==> src/rtl/i2c_req_arbiter.sv <==
// Round-robin arbiter sharing one i2c_controller among NREQ requesters, with
// launch/busy timeouts and per-requester done/err pulses.
module i2c_req_arbiter #(
  parameter int NREQ    = 4,
  parameter int TIMEOUT = 4096
) (
  input  logic               clk,
  input  logic               rst,
  input  logic [NREQ-1:0]    req,
  input  logic [7*NREQ-1:0]  req_addr,
  input  logic [NREQ-1:0]    req_rw,
  input  logic [32*NREQ-1:0] req_wdata,
  output logic [NREQ-1:0]    gnt,
  output logic [NREQ-1:0]    done,
  output logic [NREQ-1:0]    err,
  output logic [31:0]        rdata,
  output logic [6:0]         i2c_addr,
  output logic               i2c_rw,
  output logic [31:0]        i2c_data_out,
  output logic               i2c_enable,
  input  logic [31:0]        i2c_data_in,
  input  logic               i2c_ready
);

  localparam int          PW   = (NREQ > 1) ? $clog2(NREQ) : 1;
  localparam logic [15:0] TLIM = 16'(TIMEOUT - 1);

  typedef enum logic [1:0] {IDLE, LAUNCH, BUSY, DONE} state_t;

  state_t          state, state_nx;
  logic            rdy_meta, rdy_s;
  logic [PW-1:0]   rr_ptr, rr_ptr_nx, win, win_nx;
  logic [15:0]     timer, timer_nx, timer_inc;
  logic [NREQ-1:0] gnt_nx, done_nx, err_nx;
  logic [31:0]     rdata_nx, i2c_data_out_nx;
  logic [6:0]      i2c_addr_nx;
  logic            i2c_rw_nx, i2c_enable_nx;
  logic            pick_found;
  logic [PW-1:0]   pick_idx, cand;

  always_ff @(posedge clk or posedge rst) begin
    if (rst) begin
      rdy_meta <= 1'b0;
      rdy_s    <= 1'b0;
    end else begin
      rdy_meta <= i2c_ready;
      rdy_s    <= rdy_meta;
    end
  end

  // Search starts just after the last served requester, so it ends up lowest priority.
  always_comb begin
    pick_found = 1'b0;
    pick_idx   = '0;
    cand       = '0;
    for (int k = 1; k <= NREQ; k++) begin
      cand = PW'((int'(rr_ptr) + k) % NREQ);
      if (!pick_found && req[cand]) begin
        pick_found = 1'b1;
        pick_idx   = cand;
      end
    end
  end

  assign timer_inc = (timer == 16'hFFFF) ? timer : timer + 16'd1;

  always_comb begin
    state_nx        = state;
    rr_ptr_nx       = rr_ptr;
    win_nx          = win;
    timer_nx        = timer;
    gnt_nx          = gnt;
    done_nx         = '0;
    err_nx          = '0;
    rdata_nx        = rdata;
    i2c_addr_nx     = i2c_addr;
    i2c_rw_nx       = i2c_rw;
    i2c_data_out_nx = i2c_data_out;
    i2c_enable_nx   = i2c_enable;
    case (state)
      IDLE: begin
        if (pick_found && rdy_s) begin
          win_nx           = pick_idx;
          gnt_nx           = '0;
          gnt_nx[pick_idx] = 1'b1;
          i2c_addr_nx      = req_addr[7*pick_idx +: 7];
          i2c_rw_nx        = req_rw[pick_idx];
          i2c_data_out_nx  = req_wdata[32*pick_idx +: 32];
          i2c_enable_nx    = 1'b1;
          timer_nx         = '0;
          state_nx         = LAUNCH;
        end
      end
      LAUNCH, BUSY: begin
        timer_nx = timer_inc;
        if (timer == TLIM) begin
          i2c_enable_nx = 1'b0;
          err_nx[win]   = 1'b1;
          rr_ptr_nx     = win;
          state_nx      = DONE;
        end else if (state == LAUNCH) begin
          // Enable must be gone before the final ACK or the controller skips STOP.
          if (!rdy_s) begin
            i2c_enable_nx = 1'b0;
            timer_nx      = '0;
            state_nx      = BUSY;
          end
        end else if (rdy_s) begin
          if (i2c_rw) rdata_nx = i2c_data_in;
          done_nx[win] = 1'b1;
          rr_ptr_nx    = win;
          state_nx     = DONE;
        end
      end
      DONE: begin
        gnt_nx   = '0;
        state_nx = IDLE;
      end
      default: state_nx = IDLE;
    endcase
  end

  always_ff @(posedge clk or posedge rst) begin
    if (rst) begin
      state        <= IDLE;
      rr_ptr       <= PW'(NREQ - 1);
      win          <= '0;
      timer        <= '0;
      gnt          <= '0;
      done         <= '0;
      err          <= '0;
      rdata        <= '0;
      i2c_addr     <= '0;
      i2c_rw       <= 1'b0;
      i2c_data_out <= '0;
      i2c_enable   <= 1'b0;
    end else begin
      state        <= state_nx;
      rr_ptr       <= rr_ptr_nx;
      win          <= win_nx;
      timer        <= timer_nx;
      gnt          <= gnt_nx;
      done         <= done_nx;
      err          <= err_nx;
      rdata        <= rdata_nx;
      i2c_addr     <= i2c_addr_nx;
      i2c_rw       <= i2c_rw_nx;
      i2c_data_out <= i2c_data_out_nx;
      i2c_enable   <= i2c_enable_nx;
    end
  end

endmodule

==> config.mk <==
export PLATFORM = sky130hd
export DESIGN_NAME = i2c_req_arbiter
export DESIGN_NICKNAME = d
export VERILOG_FILES = /design/src/rtl/i2c_req_arbiter.sv
export SDC_FILE = /design/constraint.sdc
export NUM_CORES = 1
export LEC_CHECK = 0
export CAP_MARGIN = 20
export CORE_UTILIZATION = 44
export CTS_CLUSTER_SIZE = 24
export DETAILED_ROUTE_END_ITERATION = 10
export PLACE_DENSITY = 0.87
export SLEW_MARGIN = 25
export SYNTH_ARGS = -nofsm -noshare
export SYNTH_HDL_FRONTEND = slang
export SYNTH_SLANG_ARGS = --single-unit
==> constraint.sdc <==
create_clock -name clk -period 10 [get_ports clk]
set_input_delay 2.5 -clock clk [delete_from_list [all_inputs] [get_ports clk]]
set_output_delay 2.5 -clock clk [all_outputs]
set_load 0.02 [all_outputs]
# After elaboration in Yosys (flattened, before gate mapping)
# Index checks and enable logic that the tools add are counted.
[totals]
ff_bits = 109
latchBits = 0
mem_bits_rw = 0
romBits = 0
input_bits = 199
output_inout_bits = 85
elab_cells = 114
n_memories = 0
[classes]
addsub = 5
n_mul = 1
div = 0
n_lt_le_gt_ge = 8
n_eq_ne = 11
shift = 2
mux = 50
n_bitwise = 2
reduce_logical = 21
[op_table]
columns = ["cell", "n"]
rows = [
  ["$shiftx A128 B8 Y32", 1],
  ["$mux W16", 5],
  ["$pmux W16 S2", 1],
  ["$mux W4", 7],
  ["$shiftx A28 B6 Y7", 1],
  ["$mux W2", 12],
  ["$lt A2 B3 Y1 const B", 6],
  ["$add A16 B1 Y16 const B", 1],
  ["$eq A16 B12 Y1 const B", 1],
  ["$eq A16 B16 Y1 const B", 1],
  ["$mux W1", 15],
  ["$bmux W1 S2", 5],
  ["$ne A4 B4 Y1 const B", 2],
  ["$pmux W4 S2", 1],
  ["$logic_and A1 B1 Y1", 6],
  ["$ne A3 B3 Y1 const B", 2],
  ["$pmux W2 S3", 1],
  ["$reduce_and A2 Y1", 3],
  ["$reduce_and A3 Y1", 2],
  ["$reduce_bool A2 Y1", 3],
  ["$mul A3 B2 Y5 const A", 1],
  ["$reduce_and A5 Y1", 1],
  ["$add A2 B1 Y2 const B", 2],
  ["$add A2 B2 Y2 const B", 2],
  ["11 further kinds", 18],
]

# Logic depth before layout (Yosys ltp)
[logic_depth]
depth_word = 19
ltp_mapped = 9
depth_no_buf = 7

# Least setup slack after synthesis
# No wires, ideal clock.
[synth_timing]
path_kind = "input-to-reg"
from = "input port req[3]"
to = "register i2c_data_out[0]"
setup_time_ps = 143
arrival_ps = 3781
setup_slack_ps = 6076
path_stages = 5
path_buffers = 1
path_cell_list = "o41ai_1 > nor2_1 > o21ai_1 > clkbuf_1 > o221ai_1"
[synth_between]
elab_chain_len = 14
word_cells_on_any_way = 25
[synth_lines]
columns = ["item", "line", "rtl"]
rows = [
  ["start: declaration", "9", "input logic [NREQ-1:0] req,"],
  ["parallel branches: the longest is 14 deep, another holds $bmux W1 S2", "-", ""],
  ["end signal: assignment", "148", "i2c_data_out <= i2c_data_out_nx;"],
  ["end: declaration", "19", "output logic [31:0] i2c_data_out,"],
]
# Parallel ways; which one is timed is not known. The select of a mux whose other input is x is not followed.
# A chain may end at the register's enable or synchronous reset.

# Worst setup path after layout
[layout_timing]
from = "input port req[3]"
to = "register timer[14]"
[layout_between]
elab_chain_len = 15
word_cells_on_any_way = 21
[layout_lines]
columns = ["item", "line", "rtl"]
rows = [
  ["$bmux W1 S2", "58", "if (!pick_found && req[cand]) begin"],
  ["$mux W1 (implied by the code)", "58", ""],
  ["$mux W1", "58", ""],
  ["$logic_not A1 Y1", "58", ""],
  ["$logic_and A1 B1 Y1", "58", ""],
  ["$mux W1", "58", ""],
  ["$logic_not A1 Y1", "58", ""],
  ["$logic_and A1 B1 Y1", "58", ""],
  ["$mux W1", "58", ""],
  ["$logic_not A1 Y1", "58", ""],
  ["$logic_and A1 B1 Y1", "58", ""],
  ["$mux W1 *", "58", ""],
  ["$logic_and A1 B1 Y1 *", "82", "if (pick_found && rdy_s) begin"],
  ["$ne A2 B2 Y1 (no line) *", "-", ""],
  ["$reduce_and A2 Y1 (no line) *", "-", ""],
  ["end signal: assignment", "141", "timer <= timer_nx;"],
  ["end: declaration", "33", "logic [15:0] timer, timer_nx, timer_inc;"],
]
# Mark *: on every way between the ends. The rest lies on a longest branch, timed or not. The select of a mux whose other input is x is not followed.

==> flow_metrics.tcl <==
set metrics [dict create \
    drt_iter0_drc 406 \
    portBuffers 283 \
    synthXorXnorAreaFrac_pct 0 \
    setup_viol 0 \
    cts_setup_buffers 0 \
    hold_path_depth 0 \
    worst_skew_pair.late_latency_ps 350 \
    endpoint_kind "flip-flop" \
    setup_ws_ps 4830 \
    total_power_mw 2.354 \
    hp-class "reg -> reg" \
    root_buffer "clkbuf_16" \
    grt_antenna_before_repair 0 \
    min_from "rdy_meta" \
    pin_count 284 \
    critPathLaunchType "input pin" \
    hold_viol 0 \
    wire_per_inst_um 18.95 \
    worstRegToRegCells 6 \
    fmax_mhz 193.4 \
    ys_warn_count 0 \
    nNetsFinal 982 \
    core.rowCount 41 \
    viasPerCell 5.614 \
    yosysTopAreaCellShare_pct 46.45 \
    outcome "finished clean" \
    rsz0062_at_grt "no" \
    numCtsBuffers 9 \
    detail-route-antenna-nets 0 \
    setup-tns-final_ps 0 \
    synthMostInstantiatedCell "dfrtp_1" \
    async_flop_share_pct 100.0 \
    initial_utilization_pct 45.49 \
    synth_seq_cells 109 \
    cp_max_fo 49 \
    finalMaxSlewViolations 0 \
    cap_violations 0 \
    grt_usage_pct 25.69 \
    syn_nets 714 \
    regToRegSetupSlack_ps 7060 \
    grt_pass1_wl_mm 26.74 \
    required_ps 10240 \
    clk_path_buf_depth 2 \
    min_period_ps 5170 \
    yosys-top-cells-area "dfrtp_1 (46%), mux2i_1 (14%), mux2_4 (7.8%), o221ai_1 (6.1%), nand2_1 (3.6%)" \
    route.detailed.drc 0 \
    syn-instance-count 509 \
    crit_arrival_ps 5410 \
    drt-total-wl_mm 18.07 \
    die_w_um 116.5 \
    gp_congestion 0.8845 \
    p_leak_nw 3.869 \
    synth_top_family_by_area "multiplexers" \
    utilization_pct 71.79 \
    die_area_um2 13560 \
    worstReg2RegEnd "timer[1]" \
    path_class "in -> reg" \
    layout-drive-gt1-share_pct 9.079 \
    cts.reportedPaths.clkPinSlew_ps 80 \
    cts_tree "yes" \
    grt_pass1_vias 5193 \
    place_hpwl_mm 13.71 \
    slew_headroom_pct 32.08 \
    peakVddDrop_mv 0.1021 \
    finalCritPeriodShare_pct 51.70 \
    synth-simple-area-share_pct 11.42 \
    cts_hold_buffers 0 \
    yosysSeqAreaShare_pct 47.36 \
    cts.htree.levels 3 \
    fin_worst_skew_ps 10.03 \
    place_ws_ps 4375 \
    synth_compound_area_share_pct 13.11 \
    core-area_um2 12670 \
    drt-pass1-iter-count 5 \
    fillers 872 \
    muxShareOfSynthArea_pct 23.40 \
    grt-ovfl-total 0 \
    synth_edf_count 0 \
    n_antenna_cell 0 \
    p_per_area_nw_per_um2 258.8 \
    clock_sinks 109 \
    ys_types 52 \
    grt_max_degree 69 \
    rr_startpoint "state[0]" \
    min_to "rdy_s" \
    area_growth_pct 57.80 \
    synth_top_cell_by_area "dfrtp_1" \
    die_h_um 116.5 \
    avgSynthCellArea_um2 11.32 \
    synth-adder-area-share_pct 1.302 \
    syn_area_um2 5764 \
    synth.top_cells.by_count "dfrtp_1 (107), mux2i_1 (83), nand2_1 (55)" \
    synth_flop_cell "dfrtp_1" \
    tightest_slew_ps 1009 \
    vias 5356 \
    cts_resized 0 \
]
[critical path: stages]
cell	delay, ps
clkdlybuf4s50_1	510
o41a_1	500
nand2_2	720
o21ai_0	660
a41oi_1	380
nor2_1	70
[metal layers]
layer | global-route usage (%) | wire [um]
met1 | 31.76 | 6996
met2 | 44.10 | 9111
met3 | 5.812 | 1513
met4 | 8.974 | 454
met5 | 0 | 0
[worst max path at each step]
stage	from	end	slack, ps
6_report	req[3]	timer[14]	4830
5_1_grt	req[3]	timer[14]	4660
4_1_cts	req[2]	i2c_data_out[1]	4760
3_5_place_dp	req[0]	i2c_data_out[1]	4380
3_3_place_gp	req[2]	i2c_data_out[1]	4440
2_1_floorplan	rst	done[0]	4630
[cells by family (layout without fill, tap and decap cells)]
| kind of cell | count (synthesis) | after routing |
|---|---|---|
| multiplexers | 119 | 119 |
| AND/OR/NAND/NOR | 131 | 131 |
| adder cells (fa/ha/maj) | 6 | 6 |
| buffers and inverters | 42 | 315 |
| AO/OA/AOI/OAI | 102 | 102 |
| flip-flops | 109 | 109 |
[through the flow]
| stage | cells | hold slack, ps | area, um2 |
|---|---|---|---|
| after floorplan | 509 | 331.2 | 5764 |
| after global placement | 936 | 337.7 | 8712 |
| after detailed placement | 938 | 340.3 | 8767 |
| after CTS | 954 | 358.9 | 9092 |
| after global routing | 954 | 359.7 | 9096 |
| final | 954 | 357.8 | 9096 |
[registers in the layout, indices dropped and copies added, names as in the netlist]
name	cells
i2c_data_out	32
rdata	32
timer	16
i2c_addr	7
done	4
err	4
gnt	4
rr_ptr	2
state	2
win	2
i2c_enable	1
i2c_rw	1
rdy_meta	1
rdy_s	1
[cell usage in the layout, fill, tap and decap left out, types with 8 or more instances in the layout]
cell type	count
clkdlybuf4s50_1	283
dfrtp_1	107
mux2i_1	83
nand2_1	54
o221ai_1	40
mux2_4	30
nor2_1	23
a21oi_1	13
o21ai_0	12
inv_1	10
nand3_1	10
clkbuf_16	9
nand2b_1	8
[report_power, final]
part	total, mW	switching (mW)	internal, mW	leakage (nW)
Combinational	1.26	0.626	0.629	2.33
Sequential	0.714	0.107	0.607	1.38
Clock	0.384	0.181	0.203	0.158
[final cells by class]
class / count / area [um2] / share of cell area [%]
tap: 172 / 215.2 / 2.366
sequential: 109 / 2730 / 30.01
inverter: 11 / 43.79 / 0.4814
clock buffer: 9 / 225.2 / 2.476
multi-input combinational: 358 / 2868 / 31.53
clock inverter: 7 / 100.1 / 1.100
timing repair buffer: 288 / 2914 / 32.04
No activity file was read; power rests on OpenSTA's default activity.
